<file path="src/rtl/pal_sync_analyzer_pkg.sv">
// Shared timing constants for the PAL/NTSC sync generator and analyzer:
// mode encodings, per-mode line/frame totals and the timing classifier.
package pal_sync_analyzer_pkg;

  localparam logic [1:0] MODE_48K  = 2'b00;
  localparam logic [1:0] MODE_128K = 2'b01;
  localparam logic [1:0] MODE_PENT = 2'b10;
  localparam logic [1:0] MODE_NTSC = 2'b11;

  // Clken ticks per line.
  localparam logic [9:0] LINE_48K  = 10'd448;
  localparam logic [9:0] LINE_128K = 10'd456;
  localparam logic [9:0] LINE_PENT = 10'd448;
  localparam logic [9:0] LINE_NTSC = 10'd448;

  // Lines per frame.
  localparam logic [8:0] FRAME_48K  = 9'd312;
  localparam logic [8:0] FRAME_128K = 9'd311;
  localparam logic [8:0] FRAME_PENT = 9'd320;
  localparam logic [8:0] FRAME_NTSC = 9'd262;

  // Bit 2 set marks a frame that matches no known timing.
  localparam logic [2:0] CLASS_INVALID = 3'b100;

  typedef struct packed {
    logic [9:0] len;
    logic [8:0] lines;
  } timing_t;

  // Indexed by mode encoding.
  typedef timing_t [3:0] timing_tab_t;

  localparam timing_tab_t TIMING_DEFAULT = {
    LINE_NTSC, FRAME_NTSC,
    LINE_PENT, FRAME_PENT,
    LINE_128K, FRAME_128K,
    LINE_48K,  FRAME_48K
  };

  // Map a (line length, frame lines) pair to a mode; lowest index wins.
  function automatic logic [2:0] classify(input logic [9:0] len,
                                          input logic [8:0] lines,
                                          input logic ok,
                                          input timing_tab_t tab);
    logic [2:0] cls;
    cls = CLASS_INVALID;
    for (int i = 3; i >= 0; i--) begin
      if (ok && (tab[i].len == len) && (tab[i].lines == lines)) begin
        cls = {1'b0, 2'(i)};
      end
    end
    return cls;
  endfunction

endpackage

</file>
<file path="src/rtl/pal_sync_analyzer_sync_edge_counter.sv">
// Falling-edge detector on an active-low sync, a saturating position counter
// cleared by that edge, and a capture of the period that the edge completes.
module sync_edge_counter #(
  parameter int DATA_W = 10
) (
  input  logic              clk,
  input  logic              rst_n,
  input  logic              clken,
  input  logic              sync_n,
  input  logic              inc,
  output logic              fall,
  output logic [DATA_W-1:0] pos,
  output logic [DATA_W-1:0] period,
  output logic              at_max
);

  logic prev;

  assign fall   = clken & prev & ~sync_n;
  assign at_max = &pos;

  // Edge history, position count and completed-period capture.
  always_ff @(posedge clk) begin
    if (!rst_n) begin
      prev   <= 1'b1;
      pos    <= '0;
      period <= '0;
    end else if (clken) begin
      prev <= sync_n;
      if (fall) begin
        period <= pos + DATA_W'(inc);
        pos    <= '0;
      end else if (inc && !at_max) begin
        pos <= pos + DATA_W'(1);
      end
    end
  end

endmodule

</file>
<file path="src/rtl/pal_sync_analyzer.sv">
// Receive-side sync analyzer: measures line length and frame height from an
// active-low hsync/vsync pair, classifies the timing and reports lock.
module pal_sync_analyzer
  import pal_sync_analyzer_pkg::*;
#(
  parameter int          LOCK_FRAMES = 2,
  parameter int          HTIMEOUT    = 1023,
  parameter timing_tab_t TIMING      = TIMING_DEFAULT
) (
  input  logic       clk,
  input  logic       rst_n,
  input  logic       clken,
  input  logic       hsync_n,
  input  logic       vsync_n,
  output logic [9:0] hpos,
  output logic [8:0] vpos,
  output logic [9:0] line_len,
  output logic [8:0] frame_lines,
  output logic [1:0] mode,
  output logic       locked
);

  localparam int CNT_W = $clog2(LOCK_FRAMES + 1);
  localparam logic [CNT_W-1:0] LOCK_CNT = CNT_W'(LOCK_FRAMES);
  localparam logic [9:0] HT_M1 = 10'(HTIMEOUT - 1);

  localparam logic [1:0] ST_SEARCH  = 2'd0;
  localparam logic [1:0] ST_MEASURE = 2'd1;
  localparam logic [1:0] ST_LOCKED  = 2'd2;

  logic hfall, vfall, h_max, vpos_max;

  sync_edge_counter #(.DATA_W(10)) u_hcnt (
    .clk    (clk),
    .rst_n  (rst_n),
    .clken  (clken),
    .sync_n (hsync_n),
    .inc    (1'b1),
    .fall   (hfall),
    .pos    (hpos),
    .period (line_len),
    .at_max (h_max)
  );

  sync_edge_counter #(.DATA_W(9)) u_vcnt (
    .clk    (clk),
    .rst_n  (rst_n),
    .clken  (clken),
    .sync_n (vsync_n),
    .inc    (hfall),
    .fall   (vfall),
    .pos    (vpos),
    .period (frame_lines),
    .at_max (vpos_max)
  );

  logic [1:0]       state;
  logic [1:0]       cand;
  logic [CNT_W-1:0] count;
  logic [9:0]       ref_len;
  logic             ref_valid;
  logic             line_ok;

  logic [9:0]       len_now;
  logic [8:0]       lines_now;
  logic             len_mismatch;
  logic             ok_now;
  logic [9:0]       ref_now;
  logic [2:0]       cls;
  logic [CNT_W-1:0] cnt_new;
  logic             timeout;

  // Frame verdict as seen at this tick, including the line an hfall closes now.
  always_comb begin
    len_now      = hpos + 10'd1;
    lines_now    = vpos + {8'd0, hfall};
    len_mismatch = hfall & ref_valid & (len_now != ref_len);
    ok_now       = line_ok & ~len_mismatch & ~vpos_max;
    ref_now      = (hfall & ~ref_valid) ? len_now : ref_len;
    cls          = classify(ref_now, lines_now, ok_now & (ref_valid | hfall), TIMING);
    cnt_new      = (cls[1:0] == cand) ? count + CNT_W'(1) : CNT_W'(1);
    timeout      = ~hfall & (h_max | (hpos >= HT_M1));
  end

  // Per-frame line-length consistency; the reference is the frame's first line.
  always_ff @(posedge clk) begin
    if (!rst_n) begin
      ref_len   <= '0;
      ref_valid <= 1'b0;
      line_ok   <= 1'b0;
    end else if (clken) begin
      if (vfall) begin
        line_ok   <= 1'b1;
        ref_valid <= 1'b0;
      end else begin
        line_ok <= ok_now;
        if (hfall && !ref_valid) begin
          ref_len   <= len_now;
          ref_valid <= 1'b1;
        end
      end
    end
  end

  // Search / measure / locked decision, taken at each vsync falling edge.
  always_ff @(posedge clk) begin
    if (!rst_n) begin
      state  <= ST_SEARCH;
      cand   <= MODE_48K;
      count  <= '0;
      mode   <= MODE_48K;
      locked <= 1'b0;
    end else if (clken) begin
      if (timeout) begin
        state  <= ST_SEARCH;
        locked <= 1'b0;
        count  <= '0;
      end else if (vfall) begin
        case (state)
          ST_SEARCH: begin
            state <= ST_MEASURE;
            count <= '0;
          end
          ST_MEASURE: begin
            if (cls[2]) begin
              count <= '0;
            end else begin
              cand  <= cls[1:0];
              count <= cnt_new;
              if (cnt_new == LOCK_CNT) begin
                state  <= ST_LOCKED;
                locked <= 1'b1;
                mode   <= cls[1:0];
              end
            end
          end
          ST_LOCKED: begin
            if (cls != {1'b0, mode}) begin
              state  <= ST_MEASURE;
              locked <= 1'b0;
              count  <= '0;
            end
          end
          default: state <= ST_SEARCH;
        endcase
      end
    end
  end

endmodule

</file>
<file path="config.mk">
export PLATFORM = sky130hd
export DESIGN_NAME = pal_sync_analyzer
export DESIGN_NICKNAME = d
export VERILOG_FILES = /design/src/rtl/pal_sync_analyzer_pkg.sv /design/src/rtl/pal_sync_analyzer_sync_edge_counter.sv /design/src/rtl/pal_sync_analyzer.sv
export SDC_FILE = /design/constraint.sdc
export NUM_CORES = 1
export LEC_CHECK = 0
export ABC_AREA = 0
export CAP_MARGIN = 5
export CORE_MARGIN = 5
export CORE_UTILIZATION = 40
export DETAILED_ROUTE_END_ITERATION = 16
export GPL_TIMING_DRIVEN = 0
export SLEW_MARGIN = 20
export SYNTH_ARGS = -nofsm -noshare
export SYNTH_HDL_FRONTEND = slang
export SYNTH_SLANG_ARGS = --single-unit
</file>
<file path="constraint.sdc">
create_clock -name clk -period 5.2 [get_ports clk]
set_input_delay 1.04 -clock clk [delete_from_list [all_inputs] [get_ports clk]]
set_output_delay 1.04 -clock clk [all_outputs]
set_load 0.01 [all_outputs]
</file>
* After elaboration in Yosys (flattened, before gate mapping)
Cells that the tools add are included.
Storage, ports and cells: flip-flop bits (word level) 61
Cells by class: $add $sub $neg 4, order comparisons 1, equal/unequal tests 16, multiplexer cells 30, bitwise gates (word level) 22, reduce and logical (&&, ||, !) cells 29
Operator list (count):
- 9-bit == test, first input constant | 4
- 10-bit 2-to-1 mux | 3
- 9-bit by 10-bit == test with 1-bit output, first input constant | 2
- 2-bit 2-to-1 mux | 10
- 9-bit 2-to-1 mux | 2
- 3-bit 2-to-1 mux | 4
- 2-bit one-hot mux with 3 select lines | 2
- 6-bit AND reduction | 2
- 1-bit bitwise AND | 11
- 10-bit by 1-bit adder with 10-bit output, second input constant | 1
- 10-bit greater-or-equal comparator, second input constant | 1
- 10-bit != test | 1
- 10-bit AND reduction | 1
- 2-bit AND reduction | 5
- 5-bit AND reduction | 2
- 9-bit by 1-bit adder with 9-bit output | 1
- 9-bit by 1-bit adder with 9-bit output, second input constant | 1
- 3-bit != test, second input constant | 3
- 1-bit inverter | 9
- 9-bit AND reduction | 1
- 1-bit logical AND | 8
- 1-bit 2-to-1 mux | 8
- 2-bit nonzero test | 3
- 2-bit == test, second input constant | 2
- other kinds (13) | 15

* Depth between registers and ports, before layout
Gate-level depths: netlist of run 1.
depth in word-level cells 22, depth in mapped cells 14, mapped depth without buffers 13

* Cells and area by module
A second synthesis of run 1 with hierarchy kept.
Second synthesis, totals: cells, all modules 494, area total of the unflattened synthesis 4187.8 um2
Modules (own cells, without submodules):
- pal_sync_analyzer | instances 1, cells an instance 271, area each 2179.6 um2, sequential area each 420.4 um2
- sync_edge_counter (u_hcnt) | instances 1, cells an instance 116, area each 1047.3 um2, sequential area each 420.4 um2
- sync_edge_counter (u_vcnt) | instances 1, cells an instance 107, area each 960.9 um2, sequential area each 380.4 um2

* Worst setup path after synthesis of run 1
Ideal clock, no wire load.
kind input-to-reg, from input hsync_n, to register mode[0], setup time 0.132 ns, arrival 4.234 ns, path slack 0.833 ns, cell stages on the path 13, buffers on the path 1, cells stage by stage nand3b_1 > inv_2 > clkbuf_1 > ha_1 > ha_1 > nand3_1 > xor2_1 > or4b_2 > o32ai_1 > mux2i_1 > or4_1 > o31ai_1 > a21oi_1
On the way: longest elaborated chain between the ends 18
Ends and longest elaborated chain:
- start, declared | line pal_sync_analyzer.sv:13 | input logic hsync_n,
- 1-bit inverter (*) | line pal_sync_analyzer_sync_edge_counter.sv:19 | assign fall = clken & prev & ~sync_n;
- 1-bit bitwise AND (*) | line pal_sync_analyzer_sync_edge_counter.sv:19
- branches (longest 16 deep; another with 9-bit by 1-bit adder with 9-bit output)
- end signal, assigned | line pal_sync_analyzer.sv:133 | mode <= cls[1:0];
- end, declared | line pal_sync_analyzer.sv:19 | output logic [1:0] mode,
Every way passes the cells marked *. A chain may end at the register's enable or synchronous reset.

* Worst setup path after layout of run 1
from input clken, to register locked
On the way: longest elaborated chain between the ends 19
Ends and longest elaborated chain:
- start, declared | line pal_sync_analyzer.sv:12 | input logic clken,
- branches (longest 19 deep; another with 9-bit by 1-bit adder with 9-bit output)
- end signal, assigned | line pal_sync_analyzer.sv:112 | locked <= 1'b0;
- end signal, assigned | line pal_sync_analyzer.sv:132 | locked <= 1'b1;
- end signal, assigned | line pal_sync_analyzer.sv:140 | locked <= 1'b0;
- end, declared | line pal_sync_analyzer.sv:20 | output logic locked
Parallel ways; which one is timed is not known.

==> metrics, run 1 <==
status finished, final reports clean; CP Launch Type primary input; largest net degree at the start of global routing 18; Die Wd 103 µm; Pre-antenna DRT Iters 4; sequential share of power 43.3%; DR iter-0 viols 125; via count 3,074; CTS clk-pin slew, worst paths 0.08 ns; Inserted Diodes 0; most frequent cell after synthesis nor2_1; Rel. slew slack 52.1%; fin crit share 92.6%; Clock Latency Late Sink 0.34 ns; core area 8300 µm²; Hold WS 0.466 ns; Die Ht 103 µm; DRC viols 0; hold endpoint u_vcnt.period[1]; P_sw 294 µW; Tot GR Track Use 17.5%; min-delay worst type flip-flop to flip-flop; Final Core Density 51.8%; final wirelength 8.72 mm; layout cell share with drive strength beyond 1 8.16%; RSZ-0062 raised after global routing no; Num CTS Buffers 9; origin of the critical flop-to-flop path u_hcnt.prev; area of the multi-input gates 2050 µm²; Max IR drop VDD 0.138 mV; Setup violations, final 0; die area 10,600 µm²; endpoint type of the worst setup path flip-flop; placed cell area 4030 µm²; PortBufs 45; sequential cell area 1220 µm²; worst clock skew 0.00831 ns; fmax 208 MHz; FFs w/ async S/R, synth 0%; final instance area 4300 µm²; Ports 46; H-Tree Depth 3; Power Internal 862 µW; Area Overhead vs Synth 24.7%; CP Max Fanout 17; yosys warns 0; hold path depth 2; Yosys top cell area share 35.5%; logic gate share of total power 10.8%; post-synthesis cell count 416; DP HPWL 6.50 mm; r2r setup slk 1.37 ns; fill count 802; crit path time final 4.82 ns; max-slew violations 0; Initial Util 41.5%; synthesized flop and latch total 61; LEAKAGE 1.44 nW; post-route ant nets 0; Max Cap Viol 0; first-pass GRT wire length 14.7 mm; GR Overflow Total 0; CP required 5.46 ns; CTS max path bufs 2; Post-synth top flop dfxtp_1; Synthesized Nets 431; power per cell area 269 nW/µm²; CTS tree done; Seq/Total Area, Yosys 35.5%; ranking of synthesized cells by area dfxtp_1 35%, nor2_1 7.4%, xnor2_1 6.9%; initial antenna violation count 0; clock network fraction of design power 45.9%; Placement Rows 33; Mapped Area 3440 µm²; CTS Root Cell clkbuf_8; Final Hold Fails 0; setup TNS 0 ns; top post-synthesis cells by count 68 x nor2_1, 61 x dfxtp_1, 32 x nand2_1; gpl congestion 0.811; WS Path Type primary input to flip-flop; hold path start u_vcnt.period[1]; Synth area leader dfxtp_1; Syn Area/Cell 8.28 µm²; R2R depth 13; WP data arrival 5.08 ns; average routed wire per standard cell 15.0 µm; Worst Max-Slew Pin Slew 0.712 ns; Post-synth EDFFs 0; Sw Share 25.4%; Vias per Instance 5.27; Unique masters post-synth 55; worst reg2reg path endpoint locked; CTS sink count 61; vias in the first global route 3,007; nets 488
-- worst max path at each step --
stage | from | end | slack [ns] | cells after the start
4_1_cts | clken | locked | 0.26 | 14
5_1_grt | clken | mode[0] | 0.1 | 13
3_5_place_dp | clken | locked | -0.43 | 15
3_3_place_gp | clken | mode[0] | -0.37 | 14
2_1_floorplan | hsync_n | mode[0] | 0.83 | 13
6_report | clken | locked | 0.38 | 14
-- timing repair --
| action | in CTS | in global routing |
|---|---|---|
| hold buffers | 0 | 0 |
| gates resized for setup | 0 | 3 |
| setup endpoints to repair | 5 | 5 |
| pin swaps | 0 | 1 |
| buffers inserted | 0 | 2 |
| endpoints found under the hold margin | 0 | 0 |
-- layout make-up --
| cell class | count | area share [%] |
|---|---|---|
| clock buffer | 9 | 2.88 |
| tap | 105 | 3.06 |
| clock inverter | 7 | 2.88 |
| inverter | 9 | 0.845 |
| buffer | 27 | 3.32 |
| timing repair buffer | 47 | 10.8 |
| multi-input combinational | 318 | 47.7 |
| sequential | 61 | 28.4 |
-- per-layer routing --
layer  vias to the layer above  share of wire (%)  track usage, %
met2                        57                 42            26.1
li1                       1587                  -               -
met3                         9                4.2            4.19
met5                         -                  0               0
met4                         0                1.2            3.88
met1                      1421                 52            25.7
-- flip-flops by register name (all words and copies together), names as in the netlist --
| register | cells |
|---|---|
| u_vcnt.period | 9 |
| u_hcnt.period | 10 |
| u_vcnt.prev | 1 |
| u_hcnt.prev | 1 |
| count | 2 |
| mode | 2 |
| state | 2 |
| cand | 2 |
| locked | 1 |
| u_hcnt.pos | 10 |
| ref_len | 10 |
| line_ok | 1 |
| ref_valid | 1 |
| u_vcnt.pos | 9 |
-- per-stage QoR --
step	total power, mW	setup WS, ns	instances
global route	1.20	0.0988	583
detailed placement	0.635	-0.434	566
finish	1.16	0.383	583
floorplan	0.587	0.833	416
global placement	0.634	-0.372	566
CTS	1.16	0.260	581
-- kinds of logic (layout without fill, tap and decap cells) --
| kind of cell | count (synthesis) | in the layout | share of synthesized area, % |
|---|---|---|---|
| AO/OA/AOI/OAI | 85 | 85 | 17.9 |
| adder cells (fa/ha/maj) | 10 | 10 | 3.63 |
| flip-flops | 61 | 61 | 35.5 |
| buffers and inverters | 37 | 99 | 5.23 |
| multiplexers | 5 | 5 | 1.45 |
| XOR/XNOR | 46 | 46 | 11.9 |
| AND/OR/NAND/NOR | 172 | 172 | 24.4 |
-- cell usage in the layout, fill, tap and decap left out, types with 13 or more instances in the layout --
master / n
clkdlybuf4s50_1: 45
clkbuf_1: 15
o21ai_0: 13
xor2_1: 18
a211oi_1: 29
nand2_1: 32
nor2_1: 68
xnor2_1: 26
nand3_1: 14
dfxtp_1: 61
-- power by group through the flow --
stage	Sequential [mW]	Combinational [mW]	Clock, mW
global placement	0.511	0.123	0
CTS	0.501	0.124	0.538
global route	0.503	0.140	0.562
detailed placement	0.511	0.124	0
finish	0.501	0.125	0.530
floorplan	0.513	0.0731	0
-- worst max-delay path: stages --
cell and delay, ns:
clkdlybuf4s50_1 0.58, nand3b_1 0.23, inv_4 0.22, ha_1 0.22, ha_1 0.21, nand3_1 0.20
xor2_1 0.24, or4b_2 0.70, o32ai_1 0.27, mux2i_1 0.22, nor3_1 0.29, nand3_1 0.18
a211o_1 0.31, a21oi_1 0.15
Note: power is estimated with default switching activity, not from simulation.
==> run 2: changes to the inputs <==
--- a/config.mk
+++ b/config.mk
@@ -5,7 +5,7 @@
 export SDC_FILE = /design/constraint.sdc
 export NUM_CORES = 1
 export LEC_CHECK = 0
-export ABC_AREA = 0
+export ABC_AREA = 1
 export CAP_MARGIN = 5
 export CORE_MARGIN = 5
 export CORE_UTILIZATION = 40
==> run 2 against run 1 <==
  * Sequential power about the same
  * Critical path depth up 10
  * Clock skew decreased by 0.0020 ns
  * Total power rose by 3.4%
  * First-iteration DRC count fell by 9.6%
  * Area after synthesis increased by 3.0%
  * Via count increased by 16%
  * Register-to-register slack got worse by 0.04 ns
  * Die area is 2.7% higher
  * Sequential cell count unchanged
  * Wire length grew 11%
  * Global-route usage rose by 0.93 points
  * Critical endpoint is now count[0]
==> metrics, run 2 <==
CTS sink count 61 (unchanged); CP Max Fanout 10 (-7); Synthesized Nets 549 (+27%); Rel. slew slack 45.8% (-6.3 points); min-delay worst type flip-flop to flip-flop; gpl congestion 0.857 (+5.6%); power per cell area 273 nW/µm² (+1.5%); fin crit share 89.8% (-2.9 points); Area Overhead vs Synth 23.4%; origin of the critical flop-to-flop path u_hcnt.prev; CTS clk-pin slew, worst paths 0.07 ns (about the same); layout cell share with drive strength beyond 1 9.44% (+1.3 points); Max Cap Viol 0 (unchanged); crit-path cells clkdlybuf4s50_1 > inv_1 > nand3_4 > inv_1 > clkbuf_1 > clkbuf_2 > ha_1 > inv_1 > nor2_1 > nand2_1 > xnor2_1 > nor2_1 > nand2_1 > nor2_1 > nand4_1 > or2_4 > nand2_4 > nand2_1 > nand2_1 > o21ai_1 > nor2_1 > nand2_1 > o21ai_0 > nor2_1; die area 10,900 µm² (+2.7%); Syn Area/Cell 6.64 µm² (-20%); first-pass GRT wire length 16.7 mm (+13%); Sw Share 24.9% (-0.55 points); fmax 214 MHz (+3.2%); Hold WS 0.459 ns (-0.00634 ns); DP HPWL 7.32 mm (+13%); final wirelength 9.66 mm (+11%); average routed wire per standard cell 13.8 µm (-7.8%); synthesized flop and latch total 61 (unchanged); Vias per Instance 5.10 (-3.3%); Num CTS Buffers 9 (unchanged); Post-synth EDFFs 0 (unchanged); Critical Path Max Stage Delay 0.40 ns (-0.30 ns); RSZ-0062 raised after global routing no; Mapped Area 3550 µm² (+3.0%); vias in the first global route 3,452 (+15%); H-Tree Depth 3 (unchanged); worst reg2reg path endpoint count[0]; CTS max path bufs 2 (unchanged); CTS Root Cell clkbuf_8; crit path time final 4.67 ns (-0.149 ns); max-slew violations 0 (unchanged); Clock Latency Late Sink 0.34 ns (about the same); LEAKAGE 1.77 nW (+23%); Max IR drop VDD 0.130 mV (-5.7%); CP required 5.41 ns (-0.05 ns); commonest non-fill, non-tap cells in the layout 118 x nand2_1, 73 x inv_1, 61 x nor2_1, 61 x dfxtp_1, 43 x clkdlybuf4s50_1; Seq/Total Area, Yosys 34.4% (-1.0 points); Worst Max-Slew Pin Slew 0.813 ns (+0.101 ns); initial antenna violation count 0 (unchanged); r2r setup slk 1.33 ns (-0.04 ns); GR Overflow Total 0 (unchanged); Die Ht 104 µm (+1.3%); DRC viols 0 (unchanged); R2R depth 22 (+9); CP delay by family, top simple AND/OR/NAND/NOR gates; hold path depth 2 (unchanged); nets 603 (+24%); ranking of synthesized cells by area dfxtp_1 34%, nand2_1 12%, inv_1 7.7%; Unique masters post-synth 38 (-31%); Worst Setup SP hsync_n; slack of the critical path 0.531 ns (+0.149 ns); Levels on crit path 24 (+10); pre-CTS setup slack 0.0306 ns (+0.465 ns); most common cell after layout, fill and taps aside nand2_1; CP Launch Type primary input; Tot GR Track Use 18.4% (+0.93 points); Power Internal 898 µW (+4.2%); Die Wd 104 µm (+1.3%); largest net degree at the start of global routing 12 (-6); core area 8680 µm² (+4.6%); end of the critical path count[0]; Slowest cell on crit path clkdlybuf4s50_1; Placement Rows 34 (+3.0%); Post-CTS Setup Bufs 0 (unchanged); top post-synthesis cells by count 118 x nand2_1, 73 x inv_1, 61 x dfxtp_1, 61 x nor2_1, 39 x nand3_1; Synth area leader dfxtp_1; via count 3,574 (+16%); Post-synth top flop dfxtp_1; Inserted Diodes 0 (unchanged); most frequent cell after synthesis nand2_1; endpoint type of the worst setup path flip-flop; Yosys top cell area share 34.4% (-1.0 points); status finished, final reports clean; worst clock skew 0.00628 ns (-0.00202 ns); setup TNS 0 ns (unchanged); Initial Util 40.9% (-0.63 points); FFs w/ async S/R, synth 0% (unchanged); biggest registers after layout ref_len x10, u_hcnt.period x10, u_hcnt.pos x10; PortBufs 43 (-4.4%); CP Buf/Inv Count 6 (+4); clock network fraction of design power 47.4% (+1.5 points); Pre-antenna DRT Iters 4 (unchanged); DR iter-0 viols 113 (-9.6%); yosys warns 0 (unchanged); P_sw 297 µW (+1.2%); Overall Power 1.20 mW (+3.4%); post-synthesis cell count 534 (+28%); Setup violations, final 0 (unchanged); post-route ant nets 0 (unchanged); WP data arrival 4.88 ns (-0.20 ns); Final Hold Fails 0 (unchanged); CTS tree done; logic gate share of total power 10.8% (about the same); WS Path Type primary input to flip-flop; sequential share of power 41.8% (-1.5 points); Ports 46 (unchanged)
==> run 2: cell type report <==
class	instances	area [µm²]
fill	910	4300
tap	108	135
sequential	61	1220
buffer	10	50.0
timing repair buffer	43	430
multi-input combinational	385	1980
inverter	78	293
clock buffer	9	124
clock inverter	7	138
==> run 2: power by group through the flow <==
stage	Combinational (mW)	Sequential (mW)	Clock [mW]
floorplan	0.0815	0.511	0
global placement	0.128	0.510	0
detailed placement	0.130	0.510	0
CTS	0.131	0.499	0.577
global route	0.147	0.502	0.597
finish	0.129	0.500	0.567
==> run 2: logic make-up (layout without fill, tap and decap cells) <==
kind of cell             Yosys count  in the layout  synth area share (%)
AND/OR/NAND/NOR                  277            277                  36.1
AO/OA/AOI/OAI                     91             91                  14.6
buffers and inverters             88            147                  9.63
flip-flops                        61             61                  34.4
adder cells (fa/ha/maj)           10             10                  3.53
XOR/XNOR                           7              7                  1.73
==> run 2: worst min path at each step <==
stage               slack (ns)          endpoint              from
detailed placement        0.45  u_vcnt.period[8]  u_vcnt.period[8]
finish                    0.46  u_vcnt.period[8]  u_vcnt.period[8]
CTS                       0.46  u_vcnt.period[8]  u_vcnt.period[8]
floorplan                 0.43       u_vcnt.prev       u_vcnt.prev
global route              0.50  u_vcnt.period[0]  u_vcnt.period[0]
global placement          0.44       u_vcnt.prev       u_vcnt.prev
==> run 2: metal layers <==
| layer | vias up | global-route usage (%) | wire, µm | part of all wire, % |
|---|---|---|---|---|
| met2 | 87 | 31.5 | 4690 | 48 |
| li1 | 1841 | - | - | - |
| met3 | 15 | 4.03 | 424 | 4.4 |
| met5 | - | 0 | 0 | 0 |
| met1 | 1631 | 22.9 | 4380 | 45 |
| met4 | 0 | 6.29 | 178 | 1.8 |
==> run 2: worst register-to-register path: stages, from the launching register on <==
cell	delay, ns
dfxtp_1	0.39
nand3_4	0.17
inv_1	0.11
clkbuf_1	0.39
clkbuf_2	0.34
ha_1	0.21
inv_1	0.05
nor2_1	0.17
nand2_1	0.09
xnor2_1	0.17
nor2_1	0.14
nand2_1	0.07
nor2_1	0.20
nand4_1	0.13
or2_4	0.31
nand2_4	0.10
nand2_1	0.05
nand2_1	0.08
o21ai_1	0.09
nor2_1	0.25
nand2_1	0.08
o21ai_0	0.09
nor2_1	0.05
==> run 2: through the flow <==
| step | std cells | instance area (µm²) | utilization (%) |
|---|---|---|---|
| floorplan | 534 | 3550 | - |
| global placement | 685 | 4110 | 47.4 |
| detailed placement | 685 | 4110 | 47.4 |
| CTS | 701 | 4370 | 50.4 |
| global route | 701 | 4380 | 50.4 |
| finish | 701 | 4380 | 50.4 |
==> run 2: repair_timing <==
action | in CTS | in global routing
hold endpoints to repair | 0 | 0
hold buffers | 0 | 0
resized for setup | 0 | 1
endpoints found under the setup margin | 0 | 2
==> run 3: changes to the inputs <==
--- a/config.mk
+++ b/config.mk
@@ -7,7 +7,6 @@
 export LEC_CHECK = 0
 export ABC_AREA = 1
 export CAP_MARGIN = 5
-export CORE_MARGIN = 5
 export CORE_UTILIZATION = 40
 export DETAILED_ROUTE_END_ITERATION = 16
 export GPL_TIMING_DRIVEN = 0
==> run 3 against run 2 <==
  * Total power shrank 6.3%
  * Critical path depth is the same
  * First-iteration DRC count increased by 11%
  * Clock-buffer cell count rose by 3
  * Non-clock buffer count unchanged
  * Setup slack got worse by 0.020 ns
  * Clock power shrank 14%
  * Highest routed layer unchanged
==> metrics, run 3 (synthesized netlist as in run 2, its figures left out) <==
Placement Rows 33 (-2.9%); Worst Setup SP hsync_n; Final Hold Fails 0 (unchanged); layout cell share with drive strength beyond 1 9.27% (-0.17 points); origin of the critical flop-to-flop path u_hcnt.prev; Inserted Diodes 0 (unchanged); PortBufs 43 (unchanged); DRC viols 0 (unchanged); Critical Path Max Stage Delay 0.40 ns (about the same); hold path start u_vcnt.period[7]; CP required 5.41 ns (about the same); fill count 831 (-8.7%); CP Launch Type primary input; WS Path Type primary input to flip-flop; setup TNS 0 ns (unchanged); Die Ht 96.2 µm (-7.7%); average routed wire per standard cell 13.7 µm (-0.43%); Ports 46 (unchanged); GR Overflow Total 0 (unchanged); fin crit share 90.2% (+0.39 points); Overall Power 1.12 mW (-6.3%); biggest registers after layout ref_len x10, u_hcnt.period x10, u_hcnt.pos x10; sequential share of power 44.6% (+2.8 points); Worst Max-Slew Pin Slew 0.816 ns (+0.00317 ns); H-Tree Depth 3 (unchanged); largest net degree at the start of global routing 11 (-1); Rel. slew slack 45.6% (-0.21 points); crit path time final 4.69 ns (+0.0201 ns); first-pass GRT wire length 16.0 mm (-3.9%); die area 9250 µm² (-15%); Slowest cell on crit path clkdlybuf4s50_1; core area 8380 µm² (-3.4%); crit-path cells clkdlybuf4s50_1 > inv_1 > nand3_4 > inv_1 > clkbuf_1 > clkbuf_2 > ha_1 > inv_1 > nor2_1 > nand2_1 > xnor2_1 > nor2_1 > nand2_1 > nor2_1 > nand4_1 > or2_4 > nand2_4 > nand2_1 > nand2_1 > o21ai_1 > nor2_1 > nand2_1 > o21ai_0 > nor2_1; Num CTS Buffers 9 (unchanged); Sw Share 26.1% (+1.3 points); non-filler instance count after layout 698 (-0.43%); max-slew violations 0 (unchanged); worst clock skew 0.00583 ns (-0.000451 ns); pre-CTS setup slack 0.0226 ns (-0.00800 ns); DP Cell Count 682 (-0.44%); post-route ant nets 0 (unchanged); DR iter-0 viols 125 (+11%); vias in the first global route 3,289 (-4.7%); power per cell area 258 nW/µm² (-5.4%); status finished, final reports clean; slack of the critical path 0.511 ns (-0.0201 ns); Power Internal 828 µW (-7.8%); Die Wd 96.2 µm (-7.7%); Tot GR Track Use 23.0% (+4.5 points); logic gate share of total power 11.6% (+0.8 points); min-delay worst type flip-flop to flip-flop; initial antenna violation count 0 (unchanged); CTS clk-pin slew, worst paths 0.07 ns (about the same); DP HPWL 7.09 mm (-3.1%); CTS sink count 61 (unchanged); gpl congestion 0.878 (+2.5%); CTS tree done; Max Cap Viol 0 (unchanged); most common cell after layout, fill and taps aside nand2_1; Clock Latency Late Sink 0.35 ns (about the same); nets 603 (unchanged); clock network fraction of design power 43.8% (-3.6 points); Post-CTS Setup Bufs 0 (unchanged); WP data arrival 4.90 ns (+0.02 ns); LEAKAGE 1.76 nW (-0.73%); Vias per Instance 5.12 (+0.37%); via count 3,572 (-0.056%); Area Overhead vs Synth 22.2%; Pre-antenna DRT Iters 5 (+1); endpoint type of the worst setup path flip-flop; Max IR drop VDD 0.118 mV (-8.8%); RSZ-0062 raised after global routing no; CTS max path bufs 2 (unchanged); final wirelength 9.58 mm (-0.86%); fmax 213 MHz (-0.43%); CTS Root Cell clkbuf_8; commonest non-fill, non-tap cells in the layout 118 x nand2_1, 73 x inv_1, 61 x nor2_1, 61 x dfxtp_1, 43 x clkdlybuf4s50_1; P_sw 293 µW (-1.5%); Initial Util 42.3% (+1.4 points); Setup violations, final 0 (unchanged); CP Max Fanout 10 (unchanged)
## run 3: changes by cell type in the layout (fill, tap and decap cells not counted), sizes merged
cell / previous run / this run
bufinv: 4 / 2
clkbuf: 18 / 21
clkinvlp: 1 / 0
## run 3: path summary, 6_finish.rpt
kind / endpoint / cells past startpoint / slack [ns]
hold reg to reg: u_vcnt.period[7] / 2 / 0.46
hold / removal: u_vcnt.period[7] / 2 / 0.46
setup reg to reg: count[0] / 22 / 1.32
setup / recovery: count[0] / 24 / 0.51
## run 3: worst max-delay path, delay by kind of cell
kind / cells / cell delay, ns
AND/OR/NAND/NOR: 14 / 1.86
buffers and inverters: 6 / 1.41
adder cells (fa/ha/maj): 1 / 0.23
XOR/XNOR: 1 / 0.18
AO/OA/AOI/OAI: 2 / 0.17
## run 3: cell type report
cell class	count	area (µm²)	share of cell area [%]
Timing Repair Buffer	43	430	9.93
Clock inverter	4	70.1	1.62
Multi-Input combinational cell	385	1980	45.8
Sequential cell	61	1220	28.2
Clock buffer	12	155	3.58
Inverter	78	293	6.75
Buffer	10	50.0	1.15
Tap cell	105	131	3.03
## run 3: power by group through the flow
stage | Clock (mW) | Combinational (mW) | Sequential [mW]
after floorplan | 0 | 0.0815 | 0.511
after global placement | 0 | 0.130 | 0.510
after detailed placement | 0 | 0.130 | 0.510
after CTS | 0.503 | 0.131 | 0.500
after global routing | 0.525 | 0.147 | 0.501
final | 0.490 | 0.131 | 0.500
## run 3: stage by stage
stage	instance area (µm²)	utilization [%]	hold slack (ns)
after floorplan	3550	-	0.429
after global placement	4110	49.0	0.440
after detailed placement	4110	49.0	0.448
after CTS	4330	51.7	0.467
after global routing	4340	51.7	0.488
final	4340	51.7	0.462
## run 3: per-layer routing
layer / part of all wire [%] / global-route usage, % / wire [µm] / vias up
met4: 2.1 / 7.84 / 201 / 0
met1: 47 / 28.9 / 4470 / 1624
met5: 0 / 0 / 0 / -
li1: - / - / - / 1848
met2: 47 / 37.9 / 4510 / 83
met3: 4.1 / 5.85 / 393 / 17
## run 3: repair_timing
item,4_1_cts,5_1_grt
hold buffers,0,0
gates resized for setup,0,1
hold endpoints to repair,0,0
setup endpoints to repair,0,7
